`src/rtl/ss_scan_driver_if.sv`:
```
// ss_scan_driver_if: display-side bundle of the 7-segment scan driver.
//   master (controller / testbench): drives enable, load, digits_in; observes the outputs.
//   slave  (ss_scan_driver):         consumes enable, load, digits_in; drives data,
//                                    digit_sel, blank, frame_done.
// Signals:
//   enable     1            1 = scanning runs, 0 = display dark with scan position held
//   load       1            single-cycle strobe, captures digits_in into the shadow register
//   digits_in  4*NUM_DIGITS packed BCD, nibble k = digit k, digit 0 = rightmost
//   data       4            BCD code of the active digit, to the segment decoder
//   digit_sel  NUM_DIGITS   active-low one-cold digit enable, all ones = dark
//   blank      1            1 = segment outputs must be forced off
//   frame_done 1            one-cycle pulse when the last digit slot ends
interface ss_scan_driver_if #(
  parameter int unsigned NUM_DIGITS = 4
) ();
  logic                    enable;
  logic                    load;
  logic [4*NUM_DIGITS-1:0] digits_in;
  logic [3:0]              data;
  logic [NUM_DIGITS-1:0]   digit_sel;
  logic                    blank;
  logic                    frame_done;

  modport master (
    output enable, load, digits_in,
    input  data, digit_sel, blank, frame_done
  );

  modport slave (
    input  enable, load, digits_in,
    output data, digit_sel, blank, frame_done
  );
endinterface

```
`src/rtl/ss_scan_driver.sv`:
```
// ss_scan_driver: time-multiplexed scan controller for a multi-digit 7-segment display.
// Captures a packed BCD vector into a shadow register and walks the digits one slot at a
// time. Each slot lasts SCAN_DIV cycles: BLANK_CYCLES dark cycles (anti-ghosting gap)
// followed by the lit part, where the digit's active-low enable is driven low and its
// code is presented on data. Codes A..F are passed through but always force blank.
// All outputs are registered.
//
// Ports:
//   clk    system clock, rising edge
//   rst_n  asynchronous active-low reset
//   bus    ss_scan_driver_if.slave (enable, load, digits_in -> data, digit_sel, blank,
//          frame_done)
//
// Optional build macro SS_LEADING_ZERO_BLANK_EN: when defined, a digit k>0 whose value and
// all higher digits are zero is kept dark (digit_sel bit high, blank=1) during its slot.
// Digit 0 is never suppressed; slot timing and frame_done are unaffected.
module ss_scan_driver #(
  parameter int unsigned NUM_DIGITS   = 4,
  parameter int unsigned SCAN_DIV     = 50000,
  parameter int unsigned BLANK_CYCLES = 500
) (
  input logic            clk,
  input logic            rst_n,
  ss_scan_driver_if.slave bus
);

  localparam int unsigned CntW = $clog2(SCAN_DIV);
  localparam int unsigned IdxW = $clog2(NUM_DIGITS);

  localparam logic [CntW-1:0] BlankLast = CntW'(BLANK_CYCLES - 1);
  localparam logic [CntW-1:0] SlotLast  = CntW'(SCAN_DIV - 1);
  localparam logic [IdxW-1:0] IdxLast   = IdxW'(NUM_DIGITS - 1);

  typedef enum logic [1:0] {
    StIdle,
    StGap,
    StShow
  } state_e;

  logic [4*NUM_DIGITS-1:0] shadow_q;
  state_e                  state_q;
  logic [CntW-1:0]         cnt_q;
  logic [IdxW-1:0]         idx_q;
  logic [3:0]              data_q;
  logic [NUM_DIGITS-1:0]   sel_q;
  logic                    blank_q;
  logic                    frame_q;

  logic [IdxW-1:0]         idx_inc;
  logic [3:0]              cur_nib;
  logic [3:0]              inc_nib;
  logic [NUM_DIGITS-1:0]   show_sel;
  logic                    show_blank;

  // Shadow register: loads accepted in any state; a mid-slot load just changes what the
  // current slot displays from the next cycle on.
  always_ff @(posedge clk or negedge rst_n) begin
    if (!rst_n) begin
      shadow_q <= '0;
    end else if (bus.load) begin
      shadow_q <= bus.digits_in;
    end
  end

`ifdef SS_LEADING_ZERO_BLANK_EN
  // lz_zero[k]: digit k and every higher digit are zero.
  logic [NUM_DIGITS-1:0] lz_zero;

  always_comb begin
    lz_zero = '0;
    for (int k = 0; k < NUM_DIGITS; k++) begin
      lz_zero[k] = ((shadow_q >> (4 * k)) == '0);
    end
  end
`endif

  // Lit-phase outputs for the current index, derived from the current shadow contents.
  always_comb begin
    idx_inc    = (idx_q == IdxLast) ? '0 : idx_q + IdxW'(1);
    cur_nib    = shadow_q[4*idx_q +: 4];
    inc_nib    = shadow_q[4*idx_inc +: 4];
    show_sel   = '1;
    show_sel[idx_q] = 1'b0;
    show_blank = (cur_nib > 4'd9);
`ifdef SS_LEADING_ZERO_BLANK_EN
    if ((idx_q != '0) && lz_zero[idx_q]) begin
      show_sel   = '1;
      show_blank = 1'b1;
    end
`endif
  end

  // Scan FSM. Outputs default to dark each cycle and are overridden only on cycles whose
  // next state is a lit SHOW cycle, so outputs always line up with the registered state.
  always_ff @(posedge clk or negedge rst_n) begin
    if (!rst_n) begin
      state_q <= StIdle;
      cnt_q   <= '0;
      idx_q   <= '0;
      data_q  <= 4'd0;
      sel_q   <= '1;
      blank_q <= 1'b1;
      frame_q <= 1'b0;
    end else begin
      frame_q <= 1'b0;
      data_q  <= cur_nib;
      sel_q   <= '1;
      blank_q <= 1'b1;
      if (!bus.enable) begin
        // Scan position held; counter cleared so re-enable restarts the slot at its gap.
        state_q <= StIdle;
        cnt_q   <= '0;
      end else begin
        unique case (state_q)
          StIdle: begin
            state_q <= StGap;
            cnt_q   <= '0;
          end
          StGap: begin
            cnt_q <= cnt_q + CntW'(1);
            if (cnt_q == BlankLast) begin
              state_q <= StShow;
              sel_q   <= show_sel;
              blank_q <= show_blank;
            end
          end
          StShow: begin
            if (cnt_q == SlotLast) begin
              cnt_q   <= '0;
              idx_q   <= idx_inc;
              state_q <= StGap;
              data_q  <= inc_nib;
              frame_q <= (idx_q == IdxLast);
            end else begin
              cnt_q   <= cnt_q + CntW'(1);
              sel_q   <= show_sel;
              blank_q <= show_blank;
            end
          end
          default: begin
            state_q <= StIdle;
            cnt_q   <= '0;
          end
        endcase
      end
    end
  end

  assign bus.data       = data_q;
  assign bus.digit_sel  = sel_q;
  assign bus.blank      = blank_q;
  assign bus.frame_done = frame_q;

endmodule

```
`src/flat_wrapper.sv`:
```
// flat-port wrapper written by rule: the top's interface ports become plain ports
module ss_scan_driver_flat 
#(
  parameter int unsigned NUM_DIGITS   = 4,
  parameter int unsigned SCAN_DIV     = 50000,
  parameter int unsigned BLANK_CYCLES = 500
)
  (clk, rst_n, bus_enable, bus_load, bus_digits_in, bus_data, bus_digit_sel, bus_blank, bus_frame_done);
  ss_scan_driver_if #(.NUM_DIGITS(NUM_DIGITS)) bus_i ();
  input logic clk;
  input logic rst_n;
  input wire logic [$bits(bus_i.enable)-1:0] bus_enable;
  input wire logic [$bits(bus_i.load)-1:0] bus_load;
  input wire logic [$bits(bus_i.digits_in)-1:0] bus_digits_in;
  output wire logic [$bits(bus_i.data)-1:0] bus_data;
  output wire logic [$bits(bus_i.digit_sel)-1:0] bus_digit_sel;
  output wire logic [$bits(bus_i.blank)-1:0] bus_blank;
  output wire logic [$bits(bus_i.frame_done)-1:0] bus_frame_done;
  assign bus_i.enable = bus_enable;
  assign bus_i.load = bus_load;
  assign bus_i.digits_in = bus_digits_in;
  assign bus_data = bus_i.data;
  assign bus_digit_sel = bus_i.digit_sel;
  assign bus_blank = bus_i.blank;
  assign bus_frame_done = bus_i.frame_done;
  ss_scan_driver #(.NUM_DIGITS(NUM_DIGITS), .SCAN_DIV(SCAN_DIV), .BLANK_CYCLES(BLANK_CYCLES)) u_core (.clk(clk), .rst_n(rst_n), .bus(bus_i));
endmodule
```
`config.mk`:
```
export PLATFORM = sky130hd
export DESIGN_NAME = ss_scan_driver_flat
export DESIGN_NICKNAME = d
export VERILOG_FILES = /design/src/rtl/ss_scan_driver_if.sv /design/src/rtl/ss_scan_driver.sv /design/src/flat_wrapper.sv
export SDC_FILE = /design/constraint.sdc
export NUM_CORES = 1
export LEC_CHECK = 0
export CAP_MARGIN = 10
export CORE_UTILIZATION = 40
export DETAILED_ROUTE_END_ITERATION = 7
export GPL_ROUTABILITY_DRIVEN = 0
export PLACE_DENSITY_LB_ADDON = 0.2
export SLEW_MARGIN = 10
export SYNTH_ARGS = -nofsm -noshare
export SYNTH_HDL_FRONTEND = slang
export SYNTH_SLANG_ARGS = --single-unit
```
`constraint.sdc`:
```
create_clock -name clk -period 2.49 [get_ports clk]
set_input_delay 0.249 -clock clk [delete_from_list [all_inputs] [get_ports clk]]
set_output_delay 0.249 -clock clk [all_outputs]
set_load 0.03 [all_outputs]
```
# After elaboration in Yosys (flattened, before gate mapping)
# Cells that the tools add are included.
[totals]
in_bits = 20
ff_bits = 46
[op_classes]
addsub = 2
reduce_logical = 4
shifts = 2
n_eq_ne = 7
n_mux = 24
bitwise = 1
order_cmp = 3
[ops]
columns = ["cell", "count"]
rows = [
  ["$mux W16", 2],
  ["$pmux W16 S2", 1],
  ["$shiftx A16 B5 Y4", 2],
  ["$mux W4", 6],
  ["$add A16 B1 Y16 const B", 1],
  ["$eq A16 B16 Y1 const B", 1],
  ["$eq A16 B9 Y1 const B", 1],
  ["$mux W2", 4],
  ["$pmux W4 S2", 1],
  ["$mux W1", 7],
  ["$ne A3 B2 Y1 const B", 2],
  ["$pmux W2 S3", 1],
  ["$eq A2 B2 Y1 const B", 2],
  ["$gt A4 B4 Y1 const B", 1],
  ["$not A4 Y4", 1],
  ["$lt A2 B3 Y1 const B", 1],
  ["$reduce_and A3 Y1", 1],
  ["$add A2 B1 Y2 const B", 1],
  ["$demux W1 S2", 1],
  ["$eq A2 B1 Y1 const B", 1],
  ["$ge A2 B1 Y1 const B", 1],
  ["$logic_not A2 Y1", 1],
  ["$pmux W1 S2", 1],
  ["$reduce_and A2 Y1", 1],
  ["$logic_and A1 B1 Y1", 1],
]

# Depth between registers and ports, before layout
[depth]
ltp_word = 8
mapped_depth = 7
ltp_nobuf = 6

# Worst setup path before layout
# Ideal clock, no wire load.
[synth_timing]
kind = "register to register"
start = "register u_core.cnt_q[2]"
end = "register u_core.sel_q[0] (netlist: u_core.bus.digit_sel[0])"
path_stages_with_launch = 5
synth_period_minus_slack_ps = 1954
n_path_buf = 0
path_slack_ps = 536
arrival_time_ps = 1859
cell_sequence = "dfrtp_1 or4_1 o41a_1 a2111oi_4 o21ai_1"
[synth_via]
elab_chain_len = 4
word_cells_on_any_way = 6
cone_classes = "2 x eq/ne; 4 x mux"
[synth_lines]
columns = ["element", "line", "source"]
rows = [
  ["from (decl)", "ss_scan_driver.sv:42", "logic [CntW-1:0] cnt_q;"],
  ["from (signal assigned)", "ss_scan_driver.sv:120", "cnt_q <= cnt_q + CntW'(1);"],
  ["from (signal assigned)", "ss_scan_driver.sv:135", "cnt_q <= cnt_q + CntW'(1);"],
  ["$eq A16 B16 Y1 or $eq A16 B9 Y1 (tied branches)", "ss_scan_driver.sv:128, ss_scan_driver.sv:121", ""],
  ["$mux W4 (on tied branches)", "ss_scan_driver.sv:128, ss_scan_driver.sv:121", ""],
  ["$pmux W4 S2 *", "ss_scan_driver.sv:114", "unique case (state_q)"],
  ["$mux W4 *", "ss_scan_driver.sv:109", "if (!bus.enable) begin"],
  ["to (signal assigned)", "ss_scan_driver.sv:123", "sel_q <= show_sel;"],
  ["to (signal assigned)", "ss_scan_driver.sv:136", "sel_q <= show_sel;"],
  ["to (decl)", "ss_scan_driver.sv:45", "logic [NUM_DIGITS-1:0] sel_q;"],
]
# Every way passes the cells marked *; elsewhere a longest branch is shown, timed or not.
# A chain may end at the register's enable or synchronous reset.

# Worst setup path in the final report
[layout_timing]
start = "register u_core.cnt_q[2]"
end = "register u_core.sel_q[2] (netlist: u_core.bus.digit_sel[2])"
# The elaborated chain is that of the path after synthesis.

==> metrics.md <==
| Metric | Value |
|---|---|
| Postcts setup bufs | 0 |
| Vias in the first global route | 1,536 |
| Flip-flop and latch count after synthesis | 46 |
| Finish-stage setup viols | 0 |
| Overall via count from detail_route | 1,430 |
| Ratio of cells with drive above 1 in the final layout | 20.0% |
| Sequential fraction of the synthesis area | 51.7% |
| DR pass1 iterations | 4 |
| Standard-cell rows | 26 |
| Setup clock skew after layout | 0.0135 ns |
| Multi-input combinational cell area | 1020 um^2 |
| Total number of H-tree levels | 2 |
| Wire length of the first global-routing pass | 7020 um |
| Total wirelength of the detailed-routed design | 3930 um |
| Sink Count | 46 |
| Final Max Slew Viols | 0 |
| Relative max-transition margin | 35.6% |
| Initial detailed-routing violation count | 77 |
| Clock-pin slew of the registers on the worst-case setup and hold paths | 0.09 ns |
| Non-filler cells in the finished layout | 285 |
| Kind of critical path | flip-flop to flip-flop |
| Post-Synthesis Cell Area | 2240 um^2 |
| Worst EP required | 2.69 ns |
| Final-layout worst hold slack | 0.103 ns |
| Max incr delay on CP | 0.54 ns |
| Clock tree from TritonCTS | yes |
| Final Hold Violating Endpoints | 0 |
| Die footprint | 5900 um^2 |
| Relative area change from synthesis to final layout | 21.4% |
| Final Cycle Share | 84.5% |
| Residual overflow from global routing | 0 |
| Critical Path, Cell by Cell | or4_1, o41a_1, a2111oi_4, o21ai_1 |
| Outcome | completed |
| Clock network power share | 28.3% |
| Final ANT Viol Nets | 0 |
| Pin count of the biggest net entering global routing | 47 |
| Cell count after synthesis | 180 |
| Area of the core | 5240 um^2 |
| Drt drc | 0 |
| Int Pwr | 1.36 mW |
| Part of the power in registers | 46.9% |
| Number of top-level pins | 30 |
| Die span in x | 76.8 um |
| Nets in the synthesized netlist | 208 |
| Syn Area/Cell | 12.4 um^2 |
| Clk Tree Root Cell | sky130_fd_sc_hd__clkbuf_8 |
| Sw power | 0.535 mW |
| Wire per inst | 13.8 um |
| Y dimension of the die | 76.8 um |
| Port Buf Inserts | 29 |
| Placed Cells | 277 |
| Number of antenna violations at the first check in global routing | 0 |
| Hold Crit Class | primary input to asynchronous set/reset pin |
| Vias per std cell | 5.02 |
| Max Clock Freq | 0.475 GHz |
| Fillers | 445 |
| Comb pwr share | 24.8% |
| Count of maximum capacitance violations | 0 |
| Clock buffer count from CTS | 5 |
| RSZ-0062 raised after global routing | false |
| Sw frac | 28.2% |
| Leakage dissipation | 1.07 nW |
| Cell with the biggest individual delay on the critical path | sky130_fd_sc_hd__or4_1 |
| Total power draw | 1.90 mW |
| Count of nets after finishing | 242 |
| CTS Buffer Depth | 2 |
| Worst Setup Start Kind | flip-flop |
| Starting Density | 42.7% |
| Cells resized by post-CTS repair | 0 |
| CP endpoint kind | flip-flop |
| ANT cells | 0 |
| Storage element area | 1160 um^2 |
| Hold-fix buffers at CTS | 0 |
| Final period demand of the worst path | 2.11 ns |
| Slew at the pin closest to its max-slew limit | 0.967 ns |
| Yosys warning count | 0 |
| Worst-path fanout max | 6 |
| Total negative slack | 0 ns |
| Data arrival time at the worst-slack endpoint | 2.31 ns |
| Global Route Usage Sum | 14.9% |
| Latest clock arrival within the worst-skew pair | 0.29 ns |
| Maximum VDD drop | 0.376 mV |
| Post-detail-place hpwl | 2920 um |
| Number of unique standard cell types used by synthesis | 28 |
| Pwr Density | 699 nW/um^2 |
metal layers:
| metal | vias to the layer above | track usage [%] | wire length (um) |
|---|---|---|---|
| met2 | 20 | 24.4 | 1890 |
| met3 | 5 | 2.50 | 102 |
| li1 | 703 | - | - |
| met1 | 702 | 20.0 | 1900 |
| met5 | - | 0 | 0 |
| met4 | 0 | 5.19 | 40 |
final cells by class:
class | count | area share (%)
multi-input cells | 119 | 37.7
flip-flops and latches | 46 | 42.6
repair buffers | 31 | 11.0
clock buffers | 7 | 2.81
clock inverters | 1 | 1.10
well taps | 70 | 3.22
inverters | 11 | 1.52
Yosys cell counts:
library cell,count,area (um^2)
sky130_fd_sc_hd__a41oi_1,1,8.76
sky130_fd_sc_hd__and4b_1,1,10.0
sky130_fd_sc_hd__o21ai_1,5,25.0
sky130_fd_sc_hd__clkbuf_1,4,15.0
sky130_fd_sc_hd__nand4_1,3,18.8
sky130_fd_sc_hd__or4_1,2,15.0
sky130_fd_sc_hd__mux2i_1,2,20.0
sky130_fd_sc_hd__inv_1,11,41.3
sky130_fd_sc_hd__and3_1,1,6.26
sky130_fd_sc_hd__nand3b_1,1,7.51
sky130_fd_sc_hd__o221ai_1,1,8.76
sky130_fd_sc_hd__nor3_1,4,20.0
sky130_fd_sc_hd__dfstp_2,5,131
sky130_fd_sc_hd__nor4_1,4,25.0
sky130_fd_sc_hd__nand3_1,7,35.0
sky130_fd_sc_hd__dfrtp_1,41,1030
sky130_fd_sc_hd__ha_1,8,100
sky130_fd_sc_hd__nand2_1,7,26.3
sky130_fd_sc_hd__o41a_1,1,11.3
sky130_fd_sc_hd__a2111oi_4,1,27.5
sky130_fd_sc_hd__nor4bb_1,1,10.0
sky130_fd_sc_hd__and4_1,1,8.76
sky130_fd_sc_hd__xnor2_1,12,105
sky130_fd_sc_hd__mux4_2,8,180
sky130_fd_sc_hd__mux2_2,20,225
sky130_fd_sc_hd__mux2_1,2,22.5
sky130_fd_sc_hd__xor2_1,2,17.5
sky130_fd_sc_hd__nor2_1,24,90.1
path summary, 6_finish.rpt:
path	from	endpoint	slack [ns]	cells after the start
min	rst_n	u_core.bus.frame_done$_DFF_PN0_	0.10	1
max in group asynchronous	rst_n	u_core.shadow_q[8]$_DFFE_PN0P_	1.77	1
min in group clk	u_core.cnt_q[0]$_DFF_PN0_	u_core.cnt_q[0]$_DFF_PN0_	0.49	1
max reg2reg	u_core.cnt_q[2]$_DFF_PN0_	u_core.bus.digit_sel[2]$_DFF_PN1_	0.38	4
max	u_core.cnt_q[2]$_DFF_PN0_	u_core.bus.digit_sel[2]$_DFF_PN1_	0.38	4
min reg2reg	u_core.cnt_q[0]$_DFF_PN0_	u_core.cnt_q[0]$_DFF_PN0_	0.49	1
sequential cells by signal, summed over array words and instances, names as in the netlist:
register               flops
u_core.shadow_q           16
u_core.bus.digit_sel       4
u_core.cnt_q              16
u_core.bus.data            4
u_core.state_q             2
u_core.bus.frame_done      1
u_core.idx_q               2
u_core.bus.blank           1
logic make-up after synthesis:
| logic type | Yosys count | synth area share [%] |
|---|---|---|
| simple gates | 56 | 12.2 |
| flops | 46 | 51.7 |
| mux | 32 | 20.0 |
| buf+inv | 15 | 2.52 |
| xor+xnor | 14 | 5.48 |
| compound gates | 9 | 3.63 |
| fa+ha+maj | 8 | 4.47 |
power groups by stage:
stage	sequential, mW	combinational (mW)	clock, mW
after floorplan	0.974	0.239	0
after global placement	0.900	0.464	0
after detailed placement	0.909	0.474	0
after CTS	0.893	0.476	0.556
after global routing	0.903	0.517	0.582
final	0.891	0.471	0.537
per-stage QoR:
step                cell area (um^2)  setup WS [ns]  util, %
floorplan                       2240          0.536        -
global placement                2610          0.447     49.9
detailed placement              2610          0.412     49.9
CTS                             2720          0.400     51.9
global route                    2720          0.293     51.9
finish                          2720          0.385     51.9
cell usage in the layout, fill, tap and decap left out:
cell type	instances
sky130_fd_sc_hd__nand3_1	7
sky130_fd_sc_hd__nor3_1	4
sky130_fd_sc_hd__mux2_2	20
sky130_fd_sc_hd__a41oi_1	1
sky130_fd_sc_hd__o21ai_1	5
sky130_fd_sc_hd__o41a_1	1
sky130_fd_sc_hd__dfrtp_1	41
sky130_fd_sc_hd__clkdlybuf4s50_1	28
sky130_fd_sc_hd__nor4bb_1	1
sky130_fd_sc_hd__mux2i_1	2
sky130_fd_sc_hd__inv_1	11
sky130_fd_sc_hd__nor2_1	24
sky130_fd_sc_hd__nand3b_1	1
sky130_fd_sc_hd__and4_1	1
sky130_fd_sc_hd__xnor2_1	12
sky130_fd_sc_hd__nand4_1	3
sky130_fd_sc_hd__or4_1	2
sky130_fd_sc_hd__mux4_2	8
sky130_fd_sc_hd__and3_1	1
sky130_fd_sc_hd__buf_4	2
sky130_fd_sc_hd__bufinv_16	1
sky130_fd_sc_hd__nand2_1	7
sky130_fd_sc_hd__ha_1	8
sky130_fd_sc_hd__and4b_1	1
sky130_fd_sc_hd__nor4_1	4
sky130_fd_sc_hd__xor2_1	2
sky130_fd_sc_hd__o221ai_1	1
sky130_fd_sc_hd__mux2_1	2
sky130_fd_sc_hd__a2111oi_4	1
sky130_fd_sc_hd__buf_2	1
sky130_fd_sc_hd__clkbuf_8	5
sky130_fd_sc_hd__clkbuf_1	2
sky130_fd_sc_hd__dfstp_2	5
critical path: cells and delay by family, from the launching register on:
family	cells	cell delay (ns)
AOI/OAI and AO/OA	3	1.03
DFF	1	0.44
and+or+nand+nor	1	0.54
Note: power is estimated with default switching activity, not from simulation.
==> RTL change, RTL diff (same flow settings) <==
Build with the macro `SS_LEADING_ZERO_BLANK_EN` defined.
--- a/src/rtl/ss_scan_driver.sv
+++ b/src/rtl/ss_scan_driver.sv
@@ -14,6 +14,8 @@
 // Optional build macro SS_LEADING_ZERO_BLANK_EN: when defined, a digit k>0 whose value and
 // all higher digits are zero is kept dark (digit_sel bit high, blank=1) during its slot.
 // Digit 0 is never suppressed; slot timing and frame_done are unaffected.
+`define SS_LEADING_ZERO_BLANK_EN
+
 module ss_scan_driver #(
   parameter int unsigned NUM_DIGITS   = 4,
   parameter int unsigned SCAN_DIV     = 50000,
Function: no difference found for any inputs over 10 cycles, from zero or initial values and one cycle with rst_n low; that may be too few to reach the edited logic, so the function may still have changed.
==> RTL change against the unedited design <==
Count of clock-buffer cells in the layout is 1 lower. Worst setup slack worse by 93 ps. Maximum frequency is 4.2% lower. Largest power group unchanged. Sequential cell count stayed put. Power is 2.9% lower. Final area is 2.7% higher. Synthesized area is 4.1% higher. Wire length is 11% higher. Critical endpoint is now u_core.bus.digit_sel[3]$_DFF_PN1_.
==> RTL change: results (changes against the unedited design) <==
<table>
<tr><th>Metric</th><th>Value</th></tr>
<tr><th colspan="2">Placed design</th></tr>
<tr><td>Worst setup timing slack at the placement stage</td><td>310 ps (-102 ps)</td></tr>
<tr><td>Cell area after placement</td><td>2700 µm² (+3.5%)</td></tr>
<tr><th colspan="2">Critical path</th></tr>
<tr><td>Reg-to-reg slack, setup</td><td>290 ps (-90 ps)</td></tr>
<tr><td>Data arrival time at the worst-slack endpoint</td><td>2410 ps (+100 ps)</td></tr>
<tr><td>R2r startpoint</td><td>u_core.cnt_q[10]$_DFF_PN0_</td></tr>
<tr><td>R2R Path End</td><td>u_core.bus.digit_sel[3]$_DFF_PN1_</td></tr>
<tr><th colspan="2">Synth</th></tr>
<tr><td>Dominant cells by area after synthesis</td><td>sky130_fd_sc_hd__dfrtp_1 (44%), sky130_fd_sc_hd__mux2_2 (9.7%), sky130_fd_sc_hd__mux4_2 (7.7%)</td></tr>
<tr><td>Proportion of synthesized area in mux cells</td><td>19.2% (-0.78 points)</td></tr>
<tr><td>Adder and majority cell fraction of the synthesized area</td><td>4.30% (-0.18 points)</td></tr>
<tr><td>Post-synthesis compound-gate area fraction</td><td>5.96% (+2.3 points)</td></tr>
<tr><td>Part of the Yosys area used for sequential elements</td><td>49.7% (-2.0 points)</td></tr>
<tr><td>Number of different library cells in the post-synthesis netlist</td><td>36 (+29%)</td></tr>
<tr><td>Synth top area share</td><td>44.0% (-1.8 points)</td></tr>
<tr><td>Post-Syn Nets</td><td>216 (+3.8%)</td></tr>
<tr><td>Synth Area in XOR/XNOR</td><td>4.51% (-0.97 points)</td></tr>
<tr><th colspan="2">Timing</th></tr>
<tr><td>Clock Skews</td><td>6.71 ps (-6.77 ps)</td></tr>
<tr><td>Worst hold margin</td><td>113 ps (+10.0 ps)</td></tr>
<tr><td>Actual transition at the worst max-transition pin</td><td>998 ps (+31.7 ps)</td></tr>
<tr><td>Period utilisation layout</td><td>88.3% (+3.7 points)</td></tr>
<tr><th colspan="2">Detailed routing</th></tr>
<tr><td>Via count</td><td>1577 (+10%)</td></tr>
<tr><td>Initial DRC Count</td><td>74 (-3.9%)</td></tr>
<tr><td>Average wire per cell in the routed design</td><td>14.9 µm (+7.7%)</td></tr>
<tr><th colspan="2">Global routing</th></tr>
<tr><td>Wire length of the first global-routing pass</td><td>7.68 mm (+9.4%)</td></tr>
<tr><td>Tot GR Track Use</td><td>16.3% (+1.3 points)</td></tr>
<tr><th colspan="2">Power and ir drop</th></tr>
<tr><td>Net switching power</td><td>577 µW (+7.8%)</td></tr>
<tr><td>Max rail drop VDD</td><td>0.360 mV (-4.3%)</td></tr>
<tr><th colspan="2">Outcome</th></tr>
<tr><td>Status</td><td>finished clean</td></tr>
</table>
==> RTL change: changes by cell type after synthesis, sizes merged, moves of 3 or more <==
| cell | unedited run | this run |
|---|---|---|
| nor4 | 4 | 7 |
| nand4 | 3 | 6 |
| nor2 | 24 | 19 |
| nor3 | 4 | 1 |
| inv | 11 | 6 |
| xnor2 | 12 | 6 |
| o211ai | 0 | 4 |
| xor2 | 2 | 6 |
==> RTL change: worst max path at each step <==
stage / startpoint / end / slack, ps / depth (start not counted)
floorplan: u_core.idx_q[0]$_DFFE_PN0P_ / u_core.bus.data[1]$_DFF_PN0_ / 270 / 5
global placement: u_core.cnt_q[10]$_DFF_PN0_ / u_core.bus.digit_sel[2]$_DFF_PN1_ / 330 / 4
detailed placement: u_core.cnt_q[10]$_DFF_PN0_ / u_core.bus.digit_sel[3]$_DFF_PN1_ / 310 / 4
CTS: u_core.cnt_q[10]$_DFF_PN0_ / u_core.bus.digit_sel[3]$_DFF_PN1_ / 290 / 4
global route: u_core.cnt_q[10]$_DFF_PN0_ / u_core.bus.digit_sel[3]$_DFF_PN1_ / 190 / 4
finish: u_core.cnt_q[10]$_DFF_PN0_ / u_core.bus.digit_sel[3]$_DFF_PN1_ / 290 / 4
==> RTL change: cell type report <==
class / count / area (µm²)
repair buffers: 32 / 308
inverters: 6 / 22.5
well taps: 72 / 90.1
fillers: 521 / 2780
clock inverters: 2 / 13.8
clock buffers: 6 / 72.6
multi-input cells: 130 / 1130
flip-flops and latches: 46 / 1160
==> RTL change: power groups by stage <==
stage | combinational (µW) | clock, µW | sequential, µW
6_report | 487 | 454 | 902
4_1_cts | 494 | 473 | 902
3_5_place_dp | 493 | 0 | 917
3_3_place_gp | 488 | 0 | 915
5_1_grt | 537 | 501 | 912
2_1_floorplan | 252 | 0 | 980
==> RTL change: metal layers <==
| metal | vias to the layer above | global-route usage [%] | wire length [µm] |
|---|---|---|---|
| li1 | 765 | - | - |
| met1 | 762 | 22.5 | 2180 |
| met2 | 42 | 24.1 | 1910 |
| met3 | 8 | 4.42 | 196 |
| met4 | 0 | 6.48 | 77 |
| met5 | - | 0 | 0 |
==> RTL change: cell families after synthesis <==
family	count (synthesis)
xor gates and xnor gates	12
muxes	32
and+or+nand+nor	62
AOI/OAI and AO/OA	16
adders and majority gates	8
buffers and inverters	12
DFF	46
==> RTL change: worst max-delay path, stage by stage (launching register included) <==
cell	delay [ps]
sky130_fd_sc_hd__dfrtp_1	430
sky130_fd_sc_hd__or4_4	570
sky130_fd_sc_hd__o41a_1	500
sky130_fd_sc_hd__a2111oi_4	460
sky130_fd_sc_hd__o211ai_1	160
